**src/rtl/mem_stage_if.sv**
```systemverilog
// Data-memory request/acknowledge port used by the MEM stage.
// The master drives a request and waits for ack; the slave returns read data with ack.
interface mem_stage_if;
  logic        req;
  logic        we;
  logic [31:0] addr;
  logic [31:0] wdata;
  logic [31:0] rdata;
  logic        ack;

  modport master (output req, output we, output addr, output wdata, input rdata, input ack);
  modport slave  (input req, input we, input addr, input wdata, output rdata, output ack);
endinterface

```
**src/rtl/mem_stage.sv**
```systemverilog
// MIPS MEM stage: EX/MEM register, req/ack data-memory access with stall and timeout,
// branch resolution and the MEM/WB register.
module mem_stage #(
  parameter int unsigned Timeout = 16
) (
  input  logic                clk,
  input  logic                rst,
  input  logic [31:0]         adder_branch_result_i,
  input  logic                alu_zero_i,
  input  logic [31:0]         alu_result_i,
  input  logic [4:0]          reg_write_reg_i,
  input  logic [31:0]         temp_regfile_2_i,
  input  logic [2:0]          sigs_mem_i,
  input  logic [1:0]          sigs_wb_i,
  mem_stage_if.master         dmem,
  output logic                stall_o,
  output logic                pc_src_o,
  output logic [31:0]         branch_target_o,
  output logic [31:0]         read_data_o,
  output logic [31:0]         alu_result_o,
  output logic [4:0]          reg_write_reg_o,
  output logic [1:0]          sigs_wb_o,
  output logic                err_o
);

  localparam int unsigned CntW = (Timeout > 2) ? $clog2(Timeout) : 1;
  localparam logic [CntW-1:0] CntLast = CntW'(Timeout - 1);

  typedef enum logic [0:0] {StIdle, StAccess} state_e;

  state_e          state_q;
  logic [CntW-1:0] cnt_q;

  logic [31:0] target_q, alu_q, rd2_q;
  logic        zero_q, branch_q, mem_read_q, mem_write_q;
  logic [4:0]  wreg_q;
  logic [1:0]  sigs_wb_q;

  logic [31:0] wb_alu_q, wb_rdata_q, wb_rdata_d;
  logic [4:0]  wb_wreg_q;
  logic [1:0]  wb_sigs_q, wb_sigs_d;
  logic        err_q;

  logic access, last, stall, load, timeout, memop, misal, in_ok, read_ok;

  always_comb begin
    access  = (state_q == StAccess);
    last    = (cnt_q == CntLast);
    stall   = access & ~dmem.ack & ~last;
    load    = ~stall;
    timeout = access & ~dmem.ack & last;
    memop   = mem_read_q | mem_write_q;
    misal   = memop & (alu_q[1:0] != 2'b00);
    in_ok   = (sigs_mem_i[1] | sigs_mem_i[0]) & (alu_result_i[1:0] == 2'b00);
    // Write wins when both read and write are flagged, so no load data then.
    read_ok = access & mem_read_q & ~mem_write_q & dmem.ack;
  end

  // Re-entry into StAccess happens naturally: any load edge re-evaluates the incoming entry.
  always_ff @(posedge clk or posedge rst) begin
    if (rst) begin
      state_q <= StIdle;
      cnt_q   <= '0;
    end else if (load) begin
      state_q <= in_ok ? StAccess : StIdle;
      cnt_q   <= '0;
    end else begin
      cnt_q   <= cnt_q + CntW'(1);
    end
  end

  always_ff @(posedge clk or posedge rst) begin
    if (rst) begin
      target_q    <= '0;
      zero_q      <= 1'b0;
      alu_q       <= '0;
      wreg_q      <= '0;
      rd2_q       <= '0;
      branch_q    <= 1'b0;
      mem_read_q  <= 1'b0;
      mem_write_q <= 1'b0;
      sigs_wb_q   <= '0;
    end else if (load) begin
      target_q    <= adder_branch_result_i;
      zero_q      <= alu_zero_i;
      alu_q       <= alu_result_i;
      wreg_q      <= reg_write_reg_i;
      rd2_q       <= temp_regfile_2_i;
      branch_q    <= sigs_mem_i[2];
      mem_read_q  <= sigs_mem_i[1];
      mem_write_q <= sigs_mem_i[0];
      sigs_wb_q   <= sigs_wb_i;
    end
  end

  always_comb begin
    wb_rdata_d = read_ok ? dmem.rdata : 32'h0;
    wb_sigs_d  = sigs_wb_q;
    if (timeout) begin
      wb_sigs_d = 2'b00;
    end else if (misal) begin
      wb_sigs_d = {1'b0, sigs_wb_q[0]};
    end
  end

  always_ff @(posedge clk or posedge rst) begin
    if (rst) begin
      wb_alu_q   <= '0;
      wb_wreg_q  <= '0;
      wb_rdata_q <= '0;
      wb_sigs_q  <= '0;
      err_q      <= 1'b0;
    end else begin
      if (load) begin
        wb_alu_q   <= alu_q;
        wb_wreg_q  <= wreg_q;
        wb_rdata_q <= wb_rdata_d;
        wb_sigs_q  <= wb_sigs_d;
      end else begin
        wb_sigs_q  <= 2'b00;
      end
      if (timeout | misal) begin
        err_q <= 1'b1;
      end
    end
  end

  assign dmem.req        = access;
  assign dmem.we         = mem_write_q;
  assign dmem.addr       = alu_q;
  assign dmem.wdata      = rd2_q;
  assign stall_o         = stall;
  assign pc_src_o        = branch_q & zero_q & ~stall;
  assign branch_target_o = target_q;
  assign read_data_o     = wb_rdata_q;
  assign alu_result_o    = wb_alu_q;
  assign reg_write_reg_o = wb_wreg_q;
  assign sigs_wb_o       = wb_sigs_q;
  assign err_o           = err_q;

endmodule

```
**src/flat_wrapper.sv**
```systemverilog
// flat-port wrapper written by rule: the top's interface ports become plain ports
module mem_stage_flat 
#(
  parameter int unsigned Timeout = 16
)
  (clk, rst, adder_branch_result_i, alu_zero_i, alu_result_i, reg_write_reg_i, temp_regfile_2_i, sigs_mem_i, sigs_wb_i, stall_o, pc_src_o, branch_target_o, read_data_o, alu_result_o, reg_write_reg_o, sigs_wb_o, err_o, dmem_req, dmem_we, dmem_addr, dmem_wdata, dmem_rdata, dmem_ack);
  mem_stage_if dmem_i ();
  input  logic clk;
  input  logic rst;
  input  logic [31:0] adder_branch_result_i;
  input  logic alu_zero_i;
  input  logic [31:0] alu_result_i;
  input  logic [4:0] reg_write_reg_i;
  input  logic [31:0] temp_regfile_2_i;
  input  logic [2:0] sigs_mem_i;
  input  logic [1:0] sigs_wb_i;
  output logic stall_o;
  output logic pc_src_o;
  output logic [31:0] branch_target_o;
  output logic [31:0] read_data_o;
  output logic [31:0] alu_result_o;
  output logic [4:0] reg_write_reg_o;
  output logic [1:0] sigs_wb_o;
  output logic err_o;
  output wire logic [$bits(dmem_i.req)-1:0] dmem_req;
  output wire logic [$bits(dmem_i.we)-1:0] dmem_we;
  output wire logic [$bits(dmem_i.addr)-1:0] dmem_addr;
  output wire logic [$bits(dmem_i.wdata)-1:0] dmem_wdata;
  input wire logic [$bits(dmem_i.rdata)-1:0] dmem_rdata;
  input wire logic [$bits(dmem_i.ack)-1:0] dmem_ack;
  assign dmem_req = dmem_i.req;
  assign dmem_we = dmem_i.we;
  assign dmem_addr = dmem_i.addr;
  assign dmem_wdata = dmem_i.wdata;
  assign dmem_i.rdata = dmem_rdata;
  assign dmem_i.ack = dmem_ack;
  mem_stage #(.Timeout(Timeout)) u_core (.clk(clk), .rst(rst), .adder_branch_result_i(adder_branch_result_i), .alu_zero_i(alu_zero_i), .alu_result_i(alu_result_i), .reg_write_reg_i(reg_write_reg_i), .temp_regfile_2_i(temp_regfile_2_i), .sigs_mem_i(sigs_mem_i), .sigs_wb_i(sigs_wb_i), .dmem(dmem_i), .stall_o(stall_o), .pc_src_o(pc_src_o), .branch_target_o(branch_target_o), .read_data_o(read_data_o), .alu_result_o(alu_result_o), .reg_write_reg_o(reg_write_reg_o), .sigs_wb_o(sigs_wb_o), .err_o(err_o));
endmodule
```
**config.mk**
```make
export PLATFORM = sky130hd
export DESIGN_NAME = mem_stage_flat
export DESIGN_NICKNAME = d
export VERILOG_FILES = /design/src/rtl/mem_stage_if.sv /design/src/rtl/mem_stage.sv /design/src/flat_wrapper.sv
export SDC_FILE = /design/constraint.sdc
export NUM_CORES = 1
export LEC_CHECK = 0
export ABC_AREA = 1
export CORE_UTILIZATION = 43
export DETAILED_ROUTE_END_ITERATION = 10
export PLACE_DENSITY = 0.82
export SETUP_SLACK_MARGIN = 0.4
export SYNTH_ARGS = -nofsm -noshare
export SYNTH_HDL_FRONTEND = slang
export SYNTH_SLANG_ARGS = --single-unit
```
**constraint.sdc**
```tcl
create_clock -name clk -period 7.92 [get_ports clk]
set_input_delay 1.188 -clock clk [delete_from_list [all_inputs] [get_ports clk]]
set_output_delay 1.188 -clock clk [all_outputs]
set_load 0.02 [all_outputs]
```
; Yosys cells after proc, flatten, opt, wreduce, memory -nomap -nowiden
; Index checks and enable logic that the tools add are counted.
[classes]
n_addsub = 1
eq_ne = 1
mux = 6
bitwise_logic = 17
n_reduce_logical = 2
[ops]
columns = op, count
row1 = $mux W32, 1
row2 = $and A1 B1 Y1, 10
row3 = $mux W2, 3
row4 = $add A4 B1 Y4 const B, 1
row5 = $eq A4 B4 Y1 const B, 1
row6 = $mux W4, 1
row7 = $not A1 Y1, 4
row8 = $or A1 B1 Y1, 3
row9 = $logic_not A2 Y1, 1
row10 = $reduce_bool A2 Y1, 1
row11 = $mux W1, 1
[totals]
register_bits = 184
inputBits = 142

; Depth between registers and ports, before layout
; Gate-level depths: netlist (run 1).
[depth]
ltp_word = 5
ltp_mapped = 7
ltp_nobuf = 5

; Worst setup path after synthesis (run 1)
; Ideal clock, no wire load.
[synth_timing]
kind = in2out
startpoint = input dmem_ack
endpoint = output pc_src_o
arrival_time_ns = 1.886
setup_slack_ns = 4.846
stages = 5
path_buffers = 1
path_cell_list = nor2_4 nand2_2 buf_4 inv_1 nor2_1
[synth_between]
elab_chain_len = 5
[synth_rtl]
columns = item, line_no
row1 = from (decl), flat_wrapper.sv:30  ; input wire logic [$bits(dmem_i.ack)-1:0] dmem_ack;
row2 = $not A1 Y1, mem_stage.sv:49  ; stall = access & ~dmem.ack & ~last;
row3 = $and A1 B1 Y1 (2 in series), mem_stage.sv:49
row4 = named net stall_o, flat_wrapper.sv:17  ; output logic stall_o;
row5 = $not A1 Y1, --
row6 = $and A1 B1 Y1, mem_stage.sv:133  ; assign pc_src_o = branch_q & zero_q & ~stall;
row7 = to (decl), flat_wrapper.sv:18  ; output logic pc_src_o;
; The timed path passes the listed nets, and every way through them passes these cells.

; Worst setup path in the final report (run 1)
[layout_timing]
startpoint = register u_core.cnt_q[0]
endpoint = output pc_src_o
[layout_between]
elab_chain_len = 5
[layout_rtl]
columns = item, line_no
row1 = from (decl), mem_stage.sv:32  ; logic [CntW-1:0] cnt_q;
row2 = from (signal assigned), mem_stage.sv:68  ; cnt_q <= cnt_q + CntW'(1);
row3 = $eq A4 B4 Y1, mem_stage.sv:48  ; last = (cnt_q == CntLast);
row4 = $not A1 Y1, mem_stage.sv:49
row5 = $and A1 B1 Y1, mem_stage.sv:49
row6 = $not A1 Y1, --
row7 = $and A1 B1 Y1, mem_stage.sv:133
; Every way passes these cells.

==> impl_metrics.ini, run 1 <==
[status]
run_status = finished clean

[synthesis]
synth_nets = 956
yosysSeqAreaShare = 0.628
synth_largest_type_area_fraction = 0.628
synth_cell_type_count = 17
synth.avg_cell_area_um2 = 9.01
yosys_warnings = 0
syn_area_mm2 = 0.00733
synthCells = 813
postSynthRegisterBits = 184
yosys-top-cells-area = sky130_fd_sc_hd__dfrtp_1 63%, sky130_fd_sc_hd__nand2_1 17%, sky130_fd_sc_hd__nand3_1 14%
synth.largest_area_cell = sky130_fd_sc_hd__dfrtp_1

[layout]
antenna_cells_inserted = 0
post_layout_nonfiller_instances = 1324
seq_area_mm2 = 0.00460
layout_commonest_cell = sky130_fd_sc_hd__nand2_1
fillers = 1360
final_design_area_no_fill_mm2 = 0.0111
drive_above_1_share = 0.0380
area.growth.synth_to_final_pct = 51.8
area_of_the_multi_input_gates_mm2 = 0.00240
final_cell_mix = 329 x sky130_fd_sc_hd__nand2_1, 313 x sky130_fd_sc_hd__clkdlybuf4s50_1, 211 x sky130_fd_sc_hd__nand3_1
nets = 1234

[pwr]
power.sequential.fraction = 0.439
sw_frac_of_total = 0.280
power.net_switching_mw = 0.681
totalPowerFinal_mw = 2.44
p_leak_nw = 5.40
power_per_cell_area_mw_per_mm2 = 219
cell_internal_pwr_mw = 1.76
power_share_of_the_clock_group = 0.365
ir_drop_v = 0.000140
gate_power_share = 0.196

[cts]
post_cts_resized = 0
clock_tree.buffer_depth = 2
clock-root-buffer = sky130_fd_sc_hd__clkbuf_16
clock-sinks = 184
cts_clock_pin_slew_for_the_worst_setup_and_hold_paths_ns = 0.07
post_cts.repair.setup_buffers = 0
worstSkewPairLatency_ns = 0.42
ctsHoldBuffers = 0
cts_tree = done
clock_tree.htree_level_count = 4
numCtsBuffers = 17

[global_route]
global_route.overflow_total = 0
grt_first_pass_wirelength_um = 33700
pin_count_of_the_biggest_net_entering_global_routing = 116
initial_antenna_violation_count = 0
via_count_of_the_first_global_routing_pass = 6497
grtUsageTotal = 0.241

[critical_path]
crit_required_ns = 6.73
crit_path_end_kind = output port
cp-start-kind = register
worstSetupPathType = reg -> out
worst-endpoint-arrival_ns = 3.31
crit_path_max_fanout = 66

[sta]
min_hold_slack_ns = 0.476
finalSetupTns_ns = 0
max-slew-margin-rel = 0.215
slew_of_the_pin_with_the_lowest_slew_margin_ns = 1.18
timing_max_transition_violations_final = 0
final.min_clock_period_ns = 4.50
clock-skew-final_ns = 0.0106
final_number_of_setup_violating_endpoints = 0
layout_worst_path_cycle_share = 0.568
report.final.hold_viol_count = 0
achievable-frequency_mhz = 222
setup_repair_after_global_routing_missed_its_margin = no

[route]
antenna_violating_nets_post_route = 0
initialDrtViolationCount = 433
wl_per_cell_um = 15.5
route.detailed.vias_per_inst = 5.06
total_wire_length_after_detailed_routing_um = 20600
drcViolationCount = 0
drt_pass1_iterations = 5
detailroute.via_count = 6701

[placement]
gp_congestion = 0.835
post_dp_hpwl_um = 13300
dp.cells = 1292
placed_area_mm2 = 0.0105
port_buffers = 313

[die]
placeableCoreArea_mm2 = 0.0166
io_pins = 314
die_h_um = 133
die_w_um = 133
floorplan.initialDensity = 0.442
die_footprint_mm2 = 0.0176
placement_rows = 47

[min_path]
timing.hold.worst.class = reg -> reg

[flow_run]
max-cap-violations = 0
==> registers in the layout (all words and copies together) (netlist names), 4 cells and up <==
name                    cells
u_core.dmem.addr           32
u_core.alu_result_o        32
u_core.cnt_q                4
u_core.read_data_o         32
u_core.reg_write_reg_o      5
u_core.dmem.wdata          32
u_core.branch_target_o     32
u_core.wreg_q               5
==> logic make-up after synthesis <==
kind of cell | synth area share
adder cells (fa/ha/maj) | 0.00171
buffers and inverters | 0.0454
flip-flops | 0.628
AO/OA/AOI/OAI | 0.00137
AND/OR/NAND/NOR | 0.323
==> synth_stat cells (all sizes together) <==
cell type	number
nand4	1
nand2	330
o21ai	2
buf	38
nor3	1
nor2	9
nand3	212
ha	1
dfrtp	184
nor2b	1
inv	12
clkbuf	22
==> layout make-up <==
type	instances	share of cell area
sequential	184	0.414
timing repair buffer	319	0.286
multi-input combinational	557	0.216
clock buffer	18	0.0386
tap	220	0.0247
clock inverter	14	0.0168
inverter	12	0.00450
==> power by group through the flow <==
stage | combinational [mW] | clock (mW) | sequential (mW)
after floorplan | 0.123 | 0 | 1.18
after global placement | 0.475 | 0 | 1.08
after detailed placement | 0.482 | 0 | 1.09
after CTS | 0.483 | 0.906 | 1.07
after global routing | 0.515 | 0.946 | 1.08
final | 0.477 | 0.889 | 1.07
==> worst max-delay path: stages (launching register included) <==
cell                              delay [ns]
sky130_fd_sc_hd__dfrtp_1                0.38
sky130_fd_sc_hd__ha_1                   0.24
sky130_fd_sc_hd__nand3_4                0.58
sky130_fd_sc_hd__nand2_4                0.81
sky130_fd_sc_hd__inv_1                  0.14
sky130_fd_sc_hd__nor2_1                 0.11
sky130_fd_sc_hd__clkdlybuf4s50_1        0.60
==> metal layers <==
metal / track usage / routed length [um] / vias up
met5: 0 / 0 / -
met4: 0.0894 / 477 / 0
met3: 0.0755 / 1620 / 32
met2: 0.380 / 9920 / 275
met1: 0.312 / 8560 / 3205
li1: - / - / 3189
==> worst paths after layout <==
path	start	end	slack, ns	cells after the start
max	u_core.cnt_q[0]	pc_src_o	3.42	6
min	u_core.wreg_q[4]	u_core.reg_write_reg_o[4]	0.48	2
max reg2reg	u_core.cnt_q[0]	u_core.dmem.addr[4]	4.73	6
min reg2reg	u_core.wreg_q[4]	u_core.reg_write_reg_o[4]	0.48	2
max in group asynchronous	rst	u_core.read_data_o[25]	5.11	3
min in group asynchronous	rst	u_core.dmem.wdata[15]	1.32	2
==> metrics by stage <==
stage | setup WS [ns] | utilization
after floorplan | 1.73 | -
after global placement | 3.61 | 0.634
after detailed placement | 3.60 | 0.634
after CTS | 3.37 | 0.671
after global routing | 3.10 | 0.671
final | 3.42 | 0.671
No activity file was read; power rests on OpenSTA's default activity.
==> inputs of run 2 (changes only) <==
==> constraint.sdc (replaced) <==
create_clock -name clk -period 4.6 [get_ports clk]
set_input_delay 0.69 -clock clk [delete_from_list [all_inputs] [get_ports clk]]
set_output_delay 0.69 -clock clk [all_outputs]
set_load 0.02 [all_outputs]
==> run 2 against run 1 <==
Net effect:
- total power increased by 73%
- non-clock buffer count rose by 3
- sequential share of layout area down 0.17 points
- largest cell class unchanged
- highest routed layer unchanged
- worst setup slack got worse by 1.8 ns
- sequential power increased by 73%
- critical path depth did not move
==> impl_metrics.ini, run 2 (synthesis gave the netlist of run 1 again) <==
[flow_run]
max-cap-violations = 0

[critical_path]
crit_required_ns = 4.95
worstSetupPathType = in -> reg
cp-start-kind = input pin
crit_path_cell_trace = clkdlybuf4s50_1 > nor2_4 > buf_4 > buf_4 > nand3_1 > nand2_1
crit_path_top_delay_cell = sky130_fd_sc_hd__buf_4
timing.critical_path.max_delay_family = buffers and inverters
critPathMaxStageDelay_ns = 0.82
crit_path_max_fanout = 96
worst-endpoint-arrival_ns = 3.31
crit_path_frequent_cell = sky130_fd_sc_hd__buf_4
crit_path_end_kind = register
worstPathBufferInverterCount = 3

[pwr]
ir_drop_v = 0.000267
power_per_cell_area_mw_per_mm2 = 377
p_leak_nw = 5.41

[route]
met1_length_um = 8650
initialDrtViolationCount = 522
drcViolationCount = 0
antenna_violating_nets_post_route = 0
route.met3.wl_um = 1620
wl_per_cell_um = 15.8
dr_wl_met2_um = 10100
top_layer_used = met4
drt_pass1_iterations = 5
total_wire_length_after_detailed_routing_um = 20900
route.detailed.vias_per_inst = 5.08
detailroute.via_count = 6732

[die]
die_footprint_mm2 = 0.0176
placement_rows = 47
die_h_um = 133
floorplan.initialDensity = 0.442
io_pins = 314
placeableCoreArea_mm2 = 0.0166
die_w_um = 133

[sta]
clock-skew-final_ns = 0.00613
final_worst_slack_ns = 1.63
final.min_clock_period_ns = 2.97
slew_of_the_pin_with_the_lowest_slew_margin_ns = 1.23
max-slew-margin-rel = 0.180
timing_max_transition_violations_final = 0
finalSetupTns_ns = 0
achievable-frequency_mhz = 337
layout_worst_path_cycle_share = 0.645
final_number_of_setup_violating_endpoints = 0
report.final.hold_viol_count = 0
setup_repair_after_global_routing_missed_its_margin = no

[layout]
area_of_the_multi_input_gates_mm2 = 0.00240
antenna_cells_inserted = 0
area.growth.synth_to_final_pct = 52.5
drive_above_1_share = 0.0389
nets = 1237
layout_commonest_cell = sky130_fd_sc_hd__nand2_1
fillers = 1315
final_cell_mix = 329 x sky130_fd_sc_hd__nand2_1, 313 x sky130_fd_sc_hd__clkdlybuf4s50_1, 211 x sky130_fd_sc_hd__nand3_1
seq_area_mm2 = 0.00460

[status]
run_status = finished clean

[cts]
post_cts.repair.setup_buffers = 0
worstSkewPairLatency_ns = 0.42
post_cts_resized = 0
clock-root-buffer = sky130_fd_sc_hd__clkbuf_16
clock_tree.buffer_depth = 2
clock-sinks = 184
cts_tree = done
numCtsBuffers = 17
clock_tree.htree_level_count = 4
cts_clock_pin_slew_for_the_worst_setup_and_hold_paths_ns = 0.06
ctsHoldBuffers = 0

[placement]
post_dp_hpwl_um = 13400
place_ws_ns = 1.26
gp_congestion = 0.848
port_buffers = 313

[global_route]
grtUsageTotal = 0.241
initial_antenna_violation_count = 0
grt_first_pass_wirelength_um = 33500
pin_count_of_the_biggest_net_entering_global_routing = 104
via_count_of_the_first_global_routing_pass = 6401
global_route.overflow_total = 0

[min_path]
timing.hold.worst.class = reg -> reg
run 2: cell count changes in the layout (fill, tap and decap cells not counted), sizes merged:
cell | before | now
bufinv | 3 | 4
clkinvlp | 1 | 3
inv | 19 | 14
clkinv | 3 | 2
clkbuf | 18 | 19
buf | 6 | 9
run 2: final timing paths:
kind	slack, ns	depth (start not counted)	to	startpoint
worst min-delay path	0.48	2	u_core.reg_write_reg_o[2]	u_core.wreg_q[2]
worst max-delay path	1.63	6	u_core.wreg_q[0]	dmem_ack
max in group asynchronous	3.04	3	u_core.alu_result_o[10]	rst
worst min register to register	0.48	2	u_core.reg_write_reg_o[2]	u_core.wreg_q[2]
worst max register to register	1.77	6	u_core.wreg_q[0]	u_core.cnt_q[0]
min in group asynchronous	0.71	2	u_core.dmem.wdata[10]	rst
run 2: metal layers:
layer | global-route usage | vias up
met5 | 0 | -
met4 | 0.0900 | 0
met3 | 0.0674 | 32
met2 | 0.384 | 285
met1 | 0.315 | 3232
li1 | - | 3183
run 2: cell type report:
type                       count  area share
sequential                   184       0.412
timing repair buffer         322       0.289
multi-input combinational    557       0.215
clock buffer                  19      0.0396
tap                          220      0.0246
clock inverter                11      0.0153
inverter                      12     0.00437
run 2: power by group:
part	switching, mW	internal [mW]
sequential	0.0895	1.76
combinational	0.431	0.397
clock	0.614	0.922
total	1.13	3.08
run 2: worst reg2reg max path, stage by stage, from the launching register on:
cell	delay [ns]
sky130_fd_sc_hd__dfrtp_1	0.41
sky130_fd_sc_hd__ha_1	0.26
sky130_fd_sc_hd__nand3_4	0.12
sky130_fd_sc_hd__buf_4	0.62
sky130_fd_sc_hd__buf_4	0.91
sky130_fd_sc_hd__nand3_1	0.30
sky130_fd_sc_hd__nand2_1	0.14
run 2: through the flow:
stage                     cells   util  hold slack (ns)  power, mW  cell area, um^2
final                      1325  0.674            0.484       4.21            11200
after global routing       1325  0.674            0.504       4.38            11200
after CTS                  1325  0.674            0.487       4.24            11200
after detailed placement   1295  0.637            0.469       2.70            10600
after global placement     1295  0.637            0.454       2.69            10600
after floorplan             813      -            0.443       2.24             7330
==> inputs of run 3 (changes only) <==
==> constraint.sdc (replaced) <==
create_clock -name clk -period 2.9 [get_ports clk]
set_input_delay 0.435 -clock clk [delete_from_list [all_inputs] [get_ports clk]]
set_output_delay 0.435 -clock clk [all_outputs]
set_load 0.02 [all_outputs]
==> run 3 against run 2 <==
Net effect:
- clock power is 56% higher
- clock skew grew 0.0019 ns
- non-clock buffer count increased by 1
- flip-flop and latch count unchanged
- first-iteration DRC count shrank 27%
- register-to-register slack worse by 0.71 ns
- total power is 58% higher
- worst setup slack worse by 0.97 ns
- global-route usage down 0.24 points
- critical endpoint is now pc_src_o
- largest cell class unchanged
==> impl_metrics.ini, run 3 (synthesis gave the netlist of run 1 again) <==
[placement]
port_buffers = 313
gp_congestion = 0.771
post_dp_hpwl_um = 13200

[sta]
setup_repair_after_global_routing_missed_its_margin = no
final_number_of_setup_violating_endpoints = 0
clock-skew-final_ns = 0.00807
timing_max_transition_violations_final = 0
layout_worst_path_cycle_share = 0.771
slew_of_the_pin_with_the_lowest_slew_margin_ns = 0.956
final.min_clock_period_ns = 2.24
finalSetupTns_ns = 0
max-slew-margin-rel = 0.362
report.final.hold_viol_count = 0
achievable-frequency_mhz = 447

[cts]
worstSkewPairLatency_ns = 0.42
cts_clock_pin_slew_for_the_worst_setup_and_hold_paths_ns = 0.07
clock_tree.htree_level_count = 4
clock-sinks = 184
clock_tree.buffer_depth = 2
clock-root-buffer = sky130_fd_sc_hd__clkbuf_16
cts_tree = done
numCtsBuffers = 17

[global_route]
initial_antenna_violation_count = 0
grt_first_pass_wirelength_um = 33300
via_count_of_the_first_global_routing_pass = 6494
pin_count_of_the_biggest_net_entering_global_routing = 179
grtUsageTotal = 0.239
global_route.overflow_total = 0

[layout]
final_cell_mix = 329 x sky130_fd_sc_hd__nand2_1, 311 x sky130_fd_sc_hd__clkdlybuf4s50_1, 211 x sky130_fd_sc_hd__nand3_1
area_of_the_multi_input_gates_mm2 = 0.00240
utilization = 0.678
fillers = 1318
layout_commonest_cell = sky130_fd_sc_hd__nand2_1
area.growth.synth_to_final_pct = 53.4
drive_above_1_share = 0.0424
nets = 1238
antenna_cells_inserted = 0
seq_area_mm2 = 0.00460

[die]
floorplan.initialDensity = 0.442
die_footprint_mm2 = 0.0176
io_pins = 314
placement_rows = 47
die_h_um = 133
placeableCoreArea_mm2 = 0.0166
die_w_um = 133

[route]
wl_per_cell_um = 15.5
route.detailed.vias_per_inst = 5.09
detailroute.via_count = 6757
drt_pass1_iterations = 5
antenna_violating_nets_post_route = 0
drcViolationCount = 0
initialDrtViolationCount = 380
total_wire_length_after_detailed_routing_um = 20600

[critical_path]
crit_path_top_delay_cell = sky130_fd_sc_hd__dfrtp_1
crit_path_end_kind = output port
worst-endpoint-arrival_ns = 1.80
crit_required_ns = 2.47
crit_path_max_fanout = 4
worstPathBufferInverterCount = 2
worstSetupPathType = reg -> out
critPathMaxStageDelay_ns = 0.40
cp-start-kind = register
crit_path_cell_trace = ha_1 > nand3_4 > nand2_4 > inv_1 > nor2_1 > dlygate4sd2_1
timing.critical_path.max_delay_family = buffers and inverters

[status]
run_status = finished clean

[pwr]
totalPowerFinal_mw = 6.65
power_per_cell_area_mw_per_mm2 = 592
ir_drop_v = 0.000385
p_leak_nw = 5.46

[min_path]
timing.hold.worst.class = in -> async

[flow_run]
max-cap-violations = 0
run 3: path summary, 6_finish.rpt:
check                           depth (start not counted)              from                         to  slack (ns)
max in group asynchronous                               3               rst      u_core.dmem.wdata[18]        1.84
worst max-delay path                                    6   u_core.cnt_q[0]                   pc_src_o        0.66
worst max register to register                          5   u_core.cnt_q[0]       u_core.dmem.addr[12]        1.06
min in group clk                                        2  u_core.wreg_q[1]  u_core.reg_write_reg_o[1]        0.47
worst min-delay path                                    2               rst      u_core.dmem.wdata[22]        0.40
worst min register to register                          2  u_core.wreg_q[1]  u_core.reg_write_reg_o[1]        0.47
run 3: what timing repair did:
| item | CTS | global route |
|---|---|---|
| endpoints found under the setup margin | 1 | 1 |
| buffers inserted | 0 | 0 |
| gates resized for setup | 1 | 1 |
| pin swaps | 0 | 0 |
| hold buffers | 0 | 0 |
run 3: power breakdown:
part           leakage [nW]  total [mW]  internal (mW)  switching [mW]
Clock                 0.294        2.41           1.38            1.03
Combinational          2.91        1.32          0.637           0.685
Sequential             2.26        2.92           2.79           0.138
Total                  5.46        6.65           4.80            1.85
run 3: layout make-up:
| type | instances | share of cell area |
|---|---|---|
| Multi-Input combinational cell | 557 | 0.214 |
| Clock buffer | 17 | 0.0378 |
| Timing Repair Buffer | 323 | 0.293 |
| Sequential cell | 184 | 0.410 |
| Inverter | 12 | 0.00434 |
| Clock inverter | 15 | 0.0168 |
| Tap cell | 220 | 0.0245 |
run 3: worst reg2reg max path, stage by stage, from the launching register on:
cell                      delay (ns)
sky130_fd_sc_hd__dfrtp_1        0.41
sky130_fd_sc_hd__ha_1           0.27
sky130_fd_sc_hd__nand3_4        0.13
sky130_fd_sc_hd__buf_12         0.53
sky130_fd_sc_hd__nand3_1        0.33
sky130_fd_sc_hd__nand2_1        0.12
run 3: layer usage:
metal	wire [um]	vias to the layer above	global-route usage
met5	0	-	0
met4	595	0	0.105
met3	1510	38	0.0663
met2	10000	265	0.378
met1	8440	3267	0.308
li1	-	3187	-
run 3: through the flow:
stage               hold WS, ns  setup WS (ns)  area, um^2  instances
floorplan                 0.443          0.100        7330        813
global placement          0.450          0.561       10600       1296
detailed placement        0.457          0.527       10600       1296
CTS                       0.401          0.433       11200       1328
global route              0.418          0.530       11200       1328
finish                    0.398          0.664       11200       1328
